$ cat src/rtl/dds_chirp_core.sv
// Linear-FM DDS core: REQ/ACK capture into shadow registers, activated on DDS_start rise,
// 48-bit phase accumulator with frequency stepped by delta_freq every delta_rate clocks.
//
// state  | meaning
// H_IDLE | waiting for REQ; captures the DDS_* buses when it rises
// H_ACK  | ACK held high until the sequencer drops REQ
module dds_chirp_core (
  input  logic        CLK,
  input  logic        RESET,
  input  logic        REQ,
  output logic        ACK,
  input  logic [47:0] DDS_freq,
  input  logic [47:0] DDS_delta_freq,
  input  logic [31:0] DDS_delta_rate,
  input  logic        DDS_start,
  output logic [15:0] PHASE_OUT,
  output logic [47:0] FREQ_CUR,
  output logic        RUNNING,
  output logic        SWEEP_TICK
);

  typedef enum logic {H_IDLE = 1'b0, H_ACK = 1'b1} hs_state_t;

  hs_state_t   hs_state, hs_next;
  logic        ack_next;
  logic        capture;

  logic [47:0] shadow_freq, shadow_delta;
  logic [31:0] shadow_rate;
  logic [47:0] act_delta;
  logic [31:0] act_rate;
  logic [31:0] cnt;
  logic [47:0] phase_acc;
  logic        start_d;
  logic        start_rise;
  logic        step_now;

  always_ff @(posedge CLK) begin
    if (RESET) begin
      hs_state <= H_IDLE;
      ACK      <= 1'b0;
    end else begin
      hs_state <= hs_next;
      ACK      <= ack_next;
    end
  end

  always_comb begin
    hs_next  = hs_state;
    ack_next = ACK;
    capture  = 1'b0;
    case (hs_state)
      H_IDLE: begin
        if (REQ) begin
          capture  = 1'b1;
          ack_next = 1'b1;
          hs_next  = H_ACK;
        end
      end
      H_ACK: begin
        if (!REQ) begin
          ack_next = 1'b0;
          hs_next  = H_IDLE;
        end
      end
    endcase
  end

  always_ff @(posedge CLK) begin
    if (RESET) begin
      shadow_freq  <= '0;
      shadow_delta <= '0;
      shadow_rate  <= '0;
    end else if (capture) begin
      shadow_freq  <= DDS_freq;
      shadow_delta <= DDS_delta_freq;
      shadow_rate  <= DDS_delta_rate;
    end
  end

  assign start_rise = DDS_start && !start_d;
  assign step_now   = (act_rate != 32'd0) && (cnt == act_rate - 32'd1);

  // Active registers load from shadow only on a rising edge, so a capture in the
  // same cycle as the edge still sees the previous shadow contents.
  always_ff @(posedge CLK) begin
    if (RESET) begin
      start_d    <= 1'b0;
      phase_acc  <= '0;
      FREQ_CUR   <= '0;
      act_delta  <= '0;
      act_rate   <= '0;
      cnt        <= '0;
      RUNNING    <= 1'b0;
      SWEEP_TICK <= 1'b0;
    end else begin
      start_d <= DDS_start;
      if (start_rise) begin
        phase_acc  <= '0;
        FREQ_CUR   <= shadow_freq;
        act_delta  <= shadow_delta;
        act_rate   <= shadow_rate;
        cnt        <= '0;
        RUNNING    <= 1'b1;
        SWEEP_TICK <= 1'b0;
      end else if (DDS_start) begin
        phase_acc <= phase_acc + FREQ_CUR;
        if (act_rate == 32'd0) begin
          cnt        <= '0;
          SWEEP_TICK <= 1'b0;
        end else if (step_now) begin
          FREQ_CUR   <= FREQ_CUR + act_delta;
          cnt        <= '0;
          SWEEP_TICK <= 1'b1;
        end else begin
          cnt        <= cnt + 32'd1;
          SWEEP_TICK <= 1'b0;
        end
      end else begin
        RUNNING    <= 1'b0;
        phase_acc  <= '0;
        cnt        <= '0;
        SWEEP_TICK <= 1'b0;
      end
    end
  end

  assign PHASE_OUT = phase_acc[47:32];

endmodule

$ cat config.mk
export PLATFORM = sky130hd
export DESIGN_NAME = dds_chirp_core
export DESIGN_NICKNAME = d
export VERILOG_FILES = /design/src/rtl/dds_chirp_core.sv
export SDC_FILE = /design/constraint.sdc
export NUM_CORES = 1
export LEC_CHECK = 0
export CORE_ASPECT_RATIO = 1.2
export CORE_MARGIN = 2
export CORE_UTILIZATION = 45
export CTS_BUF_LIST = sky130_fd_sc_hd__clkbuf_4 sky130_fd_sc_hd__clkbuf_8 sky130_fd_sc_hd__clkbuf_16
export CTS_CLUSTER_SIZE = 10
export DETAILED_ROUTE_END_ITERATION = 16
export PLACE_DENSITY = 0.63
export SYNTH_ARGS = -nofsm -noshare
export SYNTH_HDL_FRONTEND = slang
export SYNTH_SLANG_ARGS = --single-unit
$ cat constraint.sdc
create_clock -name CLK -period 5.53 [get_ports CLK]
set_clock_uncertainty 0.15 [all_clocks]
set_input_delay 1.3825 -clock CLK [delete_from_list [all_inputs] [get_ports CLK]]
set_output_delay 1.3825 -clock CLK [all_outputs]
set_load 0.02 [all_outputs]
# Word level (Yosys, flattened, before mapping)
# Cells that the tools add are included.
dict set report totals {
  word_cells 48
  out_inout_bits 67
  inputBits 132
  register_bits 341
}
dict set report op_classes {
  muxes 12
  eq_ne 5
  reduce_logical 12
  n_bitwise 2
  addsub 4
}
# cell count
set ops {}
lappend ops {{$mux 48} 4}
lappend ops {{$add 48x48->48} 2}
lappend ops {{$add 32x1->32 const B} 1}
lappend ops {{$eq 32x32->1} 1}
lappend ops {{$logic_not 32->1} 1}
lappend ops {{$reduce_bool 32->1} 1}
lappend ops {{$sub 32x1->32 const B} 1}
lappend ops {{$mux 1} 7}
lappend ops {{$ne 2x2->1 const B} 3}
lappend ops {{$reduce_or 5->1} 1}
lappend ops {{$reduce_bool 2->1} 2}
lappend ops {{$reduce_or 4->1} 1}
lappend ops {{$reduce_and 3->1} 1}
lappend ops {{$reduce_or 3->1} 1}
lappend ops {{$logic_and 1x1->1} 2}
lappend ops {{$ne 2x1->1 const B} 1}
lappend ops {{$not 1->1} 2}
lappend ops {{$pmux 1 s2} 1}
lappend ops {{$reduce_and 2->1} 1}
lappend ops {{$logic_not 1->1} 1}

# Depth between registers and ports, before layout
# Gate-level depths: netlist of the first run.
dict set report logic_depth {
  ltp_word 7
  ltp_mapped 14
}

# Least setup slack after synthesis of the first run
# No wires, ideal clock.
dict set report synth_timing {
  path_type {register to register}
  start {register FREQ_CUR[0]}
  end {register FREQ_CUR[46]}
  t_arrival_ps 3351
  t_required_ps 5246
  slack_ps 1895
  stages_incl_launch_ff 15
  path_buffers 0
  period_less_slack_ps 3635
  setup_ps 134
  path_cell_list {dfxtp_1 > ha_1 > inv_1 > fa_1 > nor2b_1 > o21a_1 > o21ai_0 > a21oi_1 > o31ai_1 > o41ai_1 > a21oi_1 > o31a_1 > o311ai_0 > xnor2_1 > o22ai_1}
}
dict set report synth_via {
  elab_chain_len 5
}
# element line_no
set synth_lines {}
lappend synth_lines {{start: declaration} 17} ;# output logic [47:0] FREQ_CUR,
lappend synth_lines {{start signal: assignment} 100} ;# FREQ_CUR <= shadow_freq;
lappend synth_lines {{start signal: assignment} 112} ;# FREQ_CUR <= FREQ_CUR + act_delta;
lappend synth_lines {{$add 48x48->48} 112}
lappend synth_lines {{$mux 48} 111} ;# end else if (step_now) begin
lappend synth_lines {{$mux 48} 108} ;# if (act_rate == 32'd0) begin
lappend synth_lines {{$mux 48} 106} ;# end else if (DDS_start) begin
lappend synth_lines {{$mux 48} 98} ;# if (start_rise) begin
# No other way between the ends. The select of a mux whose other input is x is not followed.
# A chain may end at the register's enable or synchronous reset.

# Worst setup path in the final report of the first run
dict set report layout_timing {
  start {register act_rate[18]}
  end {register FREQ_CUR[37]}
}
dict set report layout_via {
  elab_chain_len 5
}
# element line_no
set layout_lines {}
lappend layout_lines {{start: declaration} 31} ;# logic [31:0] act_rate;
lappend layout_lines {{start signal: assignment} 102} ;# act_rate <= shadow_rate;
lappend layout_lines {{$sub 32x1->32} 82} ;# assign step_now = (act_rate != 32'd0) && (cnt == act_rate - 32'd1);
lappend layout_lines {{$eq 32x32->1} 82}
lappend layout_lines {{$logic_and 1x1->1} 82}
lappend layout_lines {{$reduce_bool 2->1 (no line)} -}
lappend layout_lines {{$reduce_and 3->1 (no line) (*)} -}
# Mark *: on every way between the ends. The rest lies on a longest branch, timed or not.

==> qor.yml, run 1 <==
synth:
  netlist.top_cell.by_area: "dfxtp_1"
  synthAdderAreaFrac_pct: 7.01
  async_flop_share_pct: 0
  synthSimpleGateAreaFrac_pct: 19.2
  synth-compound-area-share_pct: 16.8
  synth_top_area_share_pct: 38.2
  postSynthCellCount: 2141
  syn-cell-area_um2: 17900
  ys.flop_type: "dfxtp_1"
  synth_area_leaders: "dfxtp_1, mux2i_1, ha_1"
  synth-edff-count: 0
  synth_area_per_cell_um2: 8.35
  synth-seq-cells: 341
  synth_xor_area_share_pct: 7.54
  yosys-mux-area-fraction_pct: 7.67
  synth_cell_type_count: 71
  yosysSeqAreaShare_pct: 38.2
  synth.net_count: 2372
  synth_commonest_cells: "dfxtp_1, nor2_1, nand2_1"
  yosysMostFrequentCell: "dfxtp_1"
  yosys_warnings: 0
  synth_top_family_by_area: "simple AND/OR/NAND/NOR gates"
die:
  io_pins: 199
  dieHeight_um: 222
  dieArea_um2: 41300
  start_util_pct: 45.3
  core_um2: 39400
  fp.dieW_um: 186
  row_count: 80
detailed_routing:
  dr_total_vias: 15300
  routed_wl_um: 48900
  antenna_left: 0
  drt-initial-drc-count: 794
  drcViolationCount: 0
  via_per_inst: 5.43
  drt-pass1-iter-count: 5
  routedWlPerCell_um: 17.3
worst_setup_path:
  start_kind: "register"
  worstReg2RegStart: "act_rate[18]"
  crit_buf_inv: 0
  crit_top_cell: "or2_1"
  path_max_fanout: 21
  cp_num_cells: 10
  slowest_delay_ns: 0.66
  cp_top_family: "simple AND/OR/NAND/NOR gates"
  crit_start: "act_rate[18]"
  cp_cell_sequence: "or4_4 -> or4b_4 -> or2_1 -> o31a_1 -> nor4_1 -> and4bb_1 -> nand3b_2 -> or2_1 -> or3_1 -> a21oi_1"
  cp_slowest_cell: "or2_1"
  path_class: "reg -> reg"
  endpoint_kind: "register"
  cp.required_ns: 5.84
  crit_arrival_ns: 4.62
  rr_worst_depth: 10
clock_tree:
  cts_setup_buffers: 0
  clock_sinks: 341
  postCtsHoldBufs: 0
  cts_resized: 0
  clockBufferDepth: 3
  numCtsBuffers: 41
  htreeDepth: 2
  clkLatencyLatePin_ns: 0.54
  clk_pin_slew_ns: 0.06
  root_buffer: "clkbuf_16"
  tritoncts: "done"
sta:
  holdWs_ns: 0.303
  rsz0062_at_grt: "no"
  relSlewSlack_pct: 30.6
  fmax_mhz: 232
  finalSetupViolCount: 0
  slew_violations: 0
  worst_slew_pin_slew_ns: 1.04
  fin_tns_setup_ns: 0
  finalCritPeriodShare_pct: 77.9
  final.min_clock_period_ns: 4.31
  hold_viol: 0
pwr:
  p_leak_nw: 8.95
  power_density_nw_per_um2: 275
  ir_drop_v: 0.000195
worst_hold_path:
  holdPathStages: 2
  worstHoldPathType: "reg -> reg"
  holdCritStartpoint: "shadow_delta[31]"
finish:
  regArea_um2: 6830
  syn_to_final_growth_pct: 19.7
  nNetsFinal: 2507
  diodes: 0
  multiInputGateArea_um2: 10400
  n_fill_cell: 3756
  fin_util_pct: 54.3
  drive_gt1_share_pct: 4.68
  finish.instance_area_um2: 21400
status:
  outcome: "finished, final reports clean"
placed_design:
  io_buffers: 198
  place_area_um2: 20200
  gp_congestion: 0.898
  dp_hpwl_um: 35800
grt:
  antenna_found_initial: 1
  grt_pass1_vias: 15000
  grt_pass1_wl_um: 77800
  grt_max_degree: 94
  track_usage_pct: 23.4
  grt-ovfl-total: 0
run:
  drv_cap: 0
## sequential cells by signal, summed over array words and instances (netlist names), 32 cells and up
register,count
FREQ_CUR,48
act_delta,48
act_rate,32
cnt,32
phase_acc,48
shadow_delta,48
shadow_freq,48
shadow_rate,32
## routing by layer
| layer | vias to the layer above | global-route usage, % | part of all wire, % |
|---|---|---|---|
| met5 | - | 0 | 0.016 |
| li1 | 7697 | - | - |
| met1 | 7167 | 29.5 | 44 |
| met3 | 86 | 3.47 | 4.6 |
| met4 | 2 | 8.20 | 3.2 |
| met2 | 362 | 40.3 | 48 |
## cell type report
class	count	area share, %
multi-input combinational	1648	48.8
sequential	341	31.9
timing repair buffer	217	10.1
clock buffer	50	5.33
tap	533	3.12
inverter	27	0.474
clock inverter	4	0.228
## through the flow
| step | std cells | setup slack [ns] | power [mW] |
|---|---|---|---|
| finish | 2820 | 1.22 | 5.88 |
| global route | 2820 | 0.816 | 6.12 |
| CTS | 2820 | 1.20 | 5.94 |
| detailed placement | 2766 | 1.20 | 3.45 |
| global placement | 2766 | 1.32 | 3.44 |
| floorplan | 2141 | 1.90 | 3.16 |
## kinds of logic after synthesis
family          count (synthesis)
simple gates                  782
compound gates                476
flops                         341
xor+xnor                      154
buf+inv                       152
mux                           137
fa+ha+maj                      99
## final timing paths
kind              endpoint  slack (ns)
max reg2reg   FREQ_CUR[37]        1.22
max           FREQ_CUR[37]        1.22
min reg2reg  act_delta[31]        0.30
min          act_delta[31]        0.30
## cells in the final DEF, fill, tap and decap left out, types with 5 or more instances in the layout
cell / synthesis / layout
nor4_1: 11 / 11
nand2b_1: 11 / 10
nor2b_1: 31 / 30
a221oi_1: 5 / 5
nor2_1: 322 / 322
a21oi_1: 208 / 208
nor3_1: 26 / 26
dfxtp_1: 341 / 341
clkbuf_16: 0 / 43
o21ai_0: 62 / 62
mux2i_1: 137 / 137
a211oi_1: 11 / 11
a21boi_0: 5 / 5
or3_1: 8 / 8
ha_1: 97 / 96
and3_1: 21 / 21
clkdlybuf4s50_1: 0 / 197
xor2_1: 81 / 81
and2_1: 8 / 8
nand4_1: 24 / 24
o211ai_1: 8 / 8
xnor2_1: 73 / 73
o31ai_1: 11 / 11
o21bai_1: 15 / 15
a21o_1: 66 / 66
or2_2: 5 / 5
a31oi_1: 9 / 9
clkbuf_4: 0 / 5
o221a_2: 19 / 19
nand2_1: 257 / 256
buf_4: 19 / 16
o22ai_1: 10 / 10
nand3_1: 36 / 36
o21a_1: 13 / 13
inv_1: 27 / 27
## tightest hold or removal path, delay by kind of cell, from the launching register on
family,cells,cell delay (ns)
AOI/OAI and AO/OA,1,0.05
and+or+nand+nor,1,0.05
DFF,1,0.30
## where the power goes
group          switching, mW  total (mW)  internal [mW]
sequential            0.0842        2.64           2.56
combinational          0.403       0.759          0.356
clock                  0.996        2.48           1.48
total                   1.48        5.88           4.39
Note: power is estimated with default switching activity, not from simulation.
==> run 2, diff against run 1 <==
- clock period: 5.53 -> 4.5 ns (I/O delays scaled with it)
==> qor.yml, run 2 (synthesis results as in run 1) <==
sta:
  fmax_mhz: 247
  relSlewSlack_pct: 44.1
  final.min_clock_period_ns: 4.05
  rsz0062_at_grt: "no"
  worst_slew_pin_slew_ns: 0.831
  finalSetupViolCount: 0
  slew_violations: 0
  finalCritPeriodShare_pct: 90.0
  fin_tns_setup_ns: 0
  hold_viol: 0
finish:
  multiInputGateArea_um2: 10400
  final_common_cell: "dfxtp_1"
  finish.instance_area_um2: 21500
  final_cell_mix: "dfxtp_1, nor2_1, nand2_1, a21oi_1, clkdlybuf4s50_1"
  syn_to_final_growth_pct: 20.2
  regArea_um2: 6830
  n_fill_cell: 3808
  nNetsFinal: 2519
  diodes: 0
  drive_gt1_share_pct: 5.22
  instances_no_fill: 2833
clock_tree:
  clkLatencyLatePin_ns: 0.55
  clockBufferDepth: 3
  postCtsHoldBufs: 0
  root_buffer: "clkbuf_16"
  clk_pin_slew_ns: 0.06
  tritoncts: "done"
  htreeDepth: 2
  clock_sinks: 341
  cts_setup_buffers: 0
  cts_resized: 0
  numCtsBuffers: 41
die:
  dieArea_um2: 41300
  row_count: 80
  core_um2: 39400
  dieHeight_um: 222
  io_pins: 199
  fp.dieW_um: 186
  start_util_pct: 45.3
run:
  drv_cap: 0
worst_setup_path:
  start_kind: "register"
  slowest_delay_ns: 0.67
  r2r-end: "phase_acc[46]"
  worstReg2RegStart: "FREQ_CUR[0]"
  path_max_fanout: 4
  path_class: "reg -> reg"
  rr_worst_depth: 15
  rrSetupSlack_ns: 0.45
  crit_buf_inv: 2
  cp.required_ns: 4.77
  cp_cell_sequence: "ha_1 -> inv_1 -> fa_1 -> nor2b_1 -> o21a_1 -> o21ai_0 -> a211oi_1 -> buf_4 -> o31a_1 -> a32o_1 -> a211oi_1 -> nor3_1 -> o21ai_0 -> a21oi_1 -> o21a_1"
  cp_slowest_cell: "a211oi_1"
  endpoint_kind: "register"
  cp_top_family: "compound AO/OA/AOI/OAI gates"
  crit_arrival_ns: 4.32
placed_design:
  io_buffers: 198
  place_area_um2: 20300
  dp_hpwl_um: 35900
  placed_cells: 2778
  gp_congestion: 0.886
grt:
  track_usage_pct: 23.7
  grt_pass1_vias: 15100
  antenna_found_initial: 1
  grt_max_degree: 97
  grt-ovfl-total: 0
  grt_pass1_wl_um: 78800
detailed_routing:
  drt-pass1-iter-count: 5
  drcViolationCount: 0
  routedWlPerCell_um: 17.2
  via_per_inst: 5.36
  drt-initial-drc-count: 833
  dr_total_vias: 15200
  antenna_left: 0
  routed_wl_um: 48800
worst_hold_path:
  worstHoldPathType: "reg -> reg"
  holdPathStages: 2
  min_to: "act_delta[17]"
  holdCritStartpoint: "shadow_delta[17]"
status:
  outcome: "finished, final reports clean"
pwr:
  ir_drop_v: 0.000307
  power_density_nw_per_um2: 333
  p_leak_nw: 9.00
[run 2: cell types whose count changed in the layout (fill, tap and decap cells not counted), sizes merged]
cell,previous run,this run
buf,19,31
clkbuf,51,53
inv,28,29
clkinv,2,1
bufinv,1,0
[run 2: worst max-delay path by stage]
stage / from / depth (start not counted) / end
3_3_place_gp: act_rate[18] / 11 / FREQ_CUR[17]
4_1_cts: FREQ_CUR[0] / 15 / phase_acc[46]
6_report: FREQ_CUR[0] / 15 / phase_acc[46]
2_1_floorplan: FREQ_CUR[0] / 14 / FREQ_CUR[46]
3_5_place_dp: FREQ_CUR[0] / 15 / phase_acc[46]
5_1_grt: FREQ_CUR[0] / 15 / phase_acc[46]
[run 2: area by class of cell]
cell class                 instances  area share [%]
tap                              533            3.10
clock buffer                      52            5.31
timing repair buffer             229            10.6
sequential                       341            31.8
clock inverter                     3           0.105
inverter                          27           0.472
multi-input combinational       1648            48.6
[run 2: where the power goes]
| part | switching (mW) | internal [mW] |
|---|---|---|
| Clock | 1.22 | 1.75 |
| Sequential | 0.101 | 3.14 |
| Combinational | 0.496 | 0.441 |
| Total | 1.82 | 5.34 |
[run 2: routing by layer]
layer | share of wire, % | wire length (um) | vias up | track usage (%)
met4 | 3.3 | 1600 | 2 | 8.84
met2 | 48 | 23400 | 301 | 40.1
met1 | 45 | 22100 | 7076 | 30.5
met5 | 0.027 | 13 | - | 0
met3 | 3.6 | 1750 | 98 | 3.26
li1 | - | - | 7717 | -
[run 2: worst reg2reg max path, stage by stage (launching register included)]
cell	delay (ns)
dfxtp_1	0.34
ha_1	0.23
inv_1	0.07
fa_1	0.18
nor2b_1	0.06
o21a_1	0.17
o21ai_0	0.35
a211oi_1	0.14
buf_4	0.17
o31a_1	0.32
a32o_1	0.34
a211oi_1	0.67
nor3_1	0.19
o21ai_0	0.24
a21oi_1	0.11
o21a_1	0.20
[run 2: through the flow]
step                utilization [%]  power [mW]  hold WS [ns]  setup slack, ns
finish                         54.5        7.16         0.300            0.450
global route                   54.5        7.46         0.312            0.155
CTS                            54.5        7.25         0.301            0.471
detailed placement             51.5        4.24         0.293            0.519
global placement               51.5        4.23         0.293            0.587
floorplan                         -        3.88         0.281            0.865
==> run 3, diff against run 2 <==
- CELL_PAD_IN_SITES_DETAIL_PLACEMENT: not set -> 1
- CELL_PAD_IN_SITES_GLOBAL_PLACEMENT: not set -> 1
- CORE_MARGIN: 2 -> not set
- CORE_UTILIZATION: 45 -> 43
- CTS_CLUSTER_SIZE: 10 -> not set
- PLACE_DENSITY: 0.63 -> 0.78
==> qor.yml, run 3 (synthesis results as in run 1) <==
detailed_routing:
  drt-initial-drc-count: 575
  drcViolationCount: 0
  routed_wl_um: 55800
  antenna_left: 0
  routedWlPerCell_um: 19.5
  dr_total_vias: 15800
  via_per_inst: 5.54
  drt-pass1-iter-count: 6
finish:
  multiInputGateArea_um2: 10400
  diodes: 0
  drive_gt1_share_pct: 5.87
  nNetsFinal: 2523
  n_fill_cell: 4786
  syn_to_final_growth_pct: 21.5
  fin_util_pct: 53.2
  instances_no_fill: 2856
  final_common_cell: "dfxtp_1"
  regArea_um2: 6830
  final_cell_mix: "dfxtp_1, nor2_1, nand2_1, a21oi_1, clkdlybuf4s50_1"
worst_setup_path:
  path_max_fanout: 4
  crit_arrival_ns: 4.27
  path_class: "reg -> reg"
  start_kind: "register"
  endpoint_kind: "register"
  cp.required_ns: 4.72
grt:
  track_usage_pct: 26.2
  grt_pass1_wl_um: 89400
  grt-ovfl-total: 0
  grt_pass1_vias: 16900
  grt_max_degree: 96
  antenna_found_initial: 0
die:
  fp.dieW_um: 188
  io_pins: 199
  start_util_pct: 43.8
  row_count: 81
  dieHeight_um: 225
  core_um2: 40800
  dieArea_um2: 42400
sta:
  hold_viol: 0
  relSlewSlack_pct: 35.6
  fmax_mhz: 247
  slew_violations: 0
  fin_tns_setup_ns: 0
  fin_ws_ns: 0.453
  rsz0062_at_grt: "no"
  holdWs_ns: 0.303
  final.min_clock_period_ns: 4.05
  finalCritPeriodShare_pct: 89.9
  finalSetupViolCount: 0
  worst_slew_pin_slew_ns: 0.958
clock_tree:
  postCtsHoldBufs: 0
  root_buffer: "clkbuf_16"
  cts_setup_buffers: 0
  clock_sinks: 341
  numCtsBuffers: 38
  tritoncts: "done"
  clockBufferDepth: 3
  clkLatencyLatePin_ns: 0.54
  cts_resized: 0
  clk_pin_slew_ns: 0.07
  htreeDepth: 2
pwr:
  ir_drop_v: 0.000286
  p_leak_nw: 9.13
  power_density_nw_per_um2: 350
status:
  outcome: "finished, final reports clean"
placed_design:
  io_buffers: 198
  placed_cells: 2791
  dp_hpwl_um: 41400
  gp_congestion: 0.922
  dp_slack_ns: 0.514
run:
  drv_cap: 0
worst_hold_path:
  worstHoldPathType: "reg -> reg"
==> run 3: cell types whose count changed in the layout (fill, tap and decap cells not counted), moves of 2 or more <==
cell,previous run,this run
bufinv_16,0,5
buf_4,26,34
clkbuf_4,6,9
clkbuf_8,6,8
inv_6,2,0
==> run 3: area by class of cell <==
cell class	count	area share [%]
multi-input cells	1648	48.1
well taps	539	3.10
inverters	27	0.466
clock inverters	8	0.777
flip-flops and latches	341	31.4
clock buffers	57	5.48
repair buffers	236	10.7
==> run 3: power by group <==
part           internal (mW)  switching, mW  leakage [nW]
registers               3.14          0.112          2.78
clock network           2.11           1.27         0.680
logic                  0.446          0.526          5.67
==> run 3: worst max-delay path: stages (launching register included) <==
cell	delay, ns
dfxtp_1	0.38
ha_1	0.23
inv_1	0.07
fa_1	0.40
nor2b_1	0.13
o21a_1	0.13
o21ai_0	0.10
a21oi_1	0.32
o31ai_1	0.20
o41ai_1	0.27
buf_4	0.20
a21oi_1	0.12
o31a_1	0.36
o311ai_0	0.50
xnor2_1	0.18
o22ai_1	0.13
==> run 3: metal layers <==
metal  global-route usage, %  wire, um  vias up
li1                        -         -     7741
met1                    30.7     23800     7654
met2                    48.1     28200      281
met3                    2.99      1520      134
met4                    11.2      2250        0
met5                       0         0        -
==> run 3: final timing paths <==
kind / slack, ns / cells past startpoint / endpoint / startpoint
setup / recovery: 0.45 / 15 / FREQ_CUR[46] / FREQ_CUR[0]
hold / removal: 0.30 / 2 / act_rate[30] / shadow_rate[30]
hold reg to reg: 0.30 / 2 / act_rate[30] / shadow_rate[30]
setup reg to reg: 0.45 / 15 / FREQ_CUR[46] / FREQ_CUR[0]
==> run 3: through the flow <==
step           instance area (um2)  total power [mW]
6_report                     21700              7.60
5_1_grt                      21700              7.90
4_1_cts                      21700              7.69
3_5_place_dp                 20400              4.28
3_3_place_gp                 20400              4.26
2_1_floorplan                17900              3.88
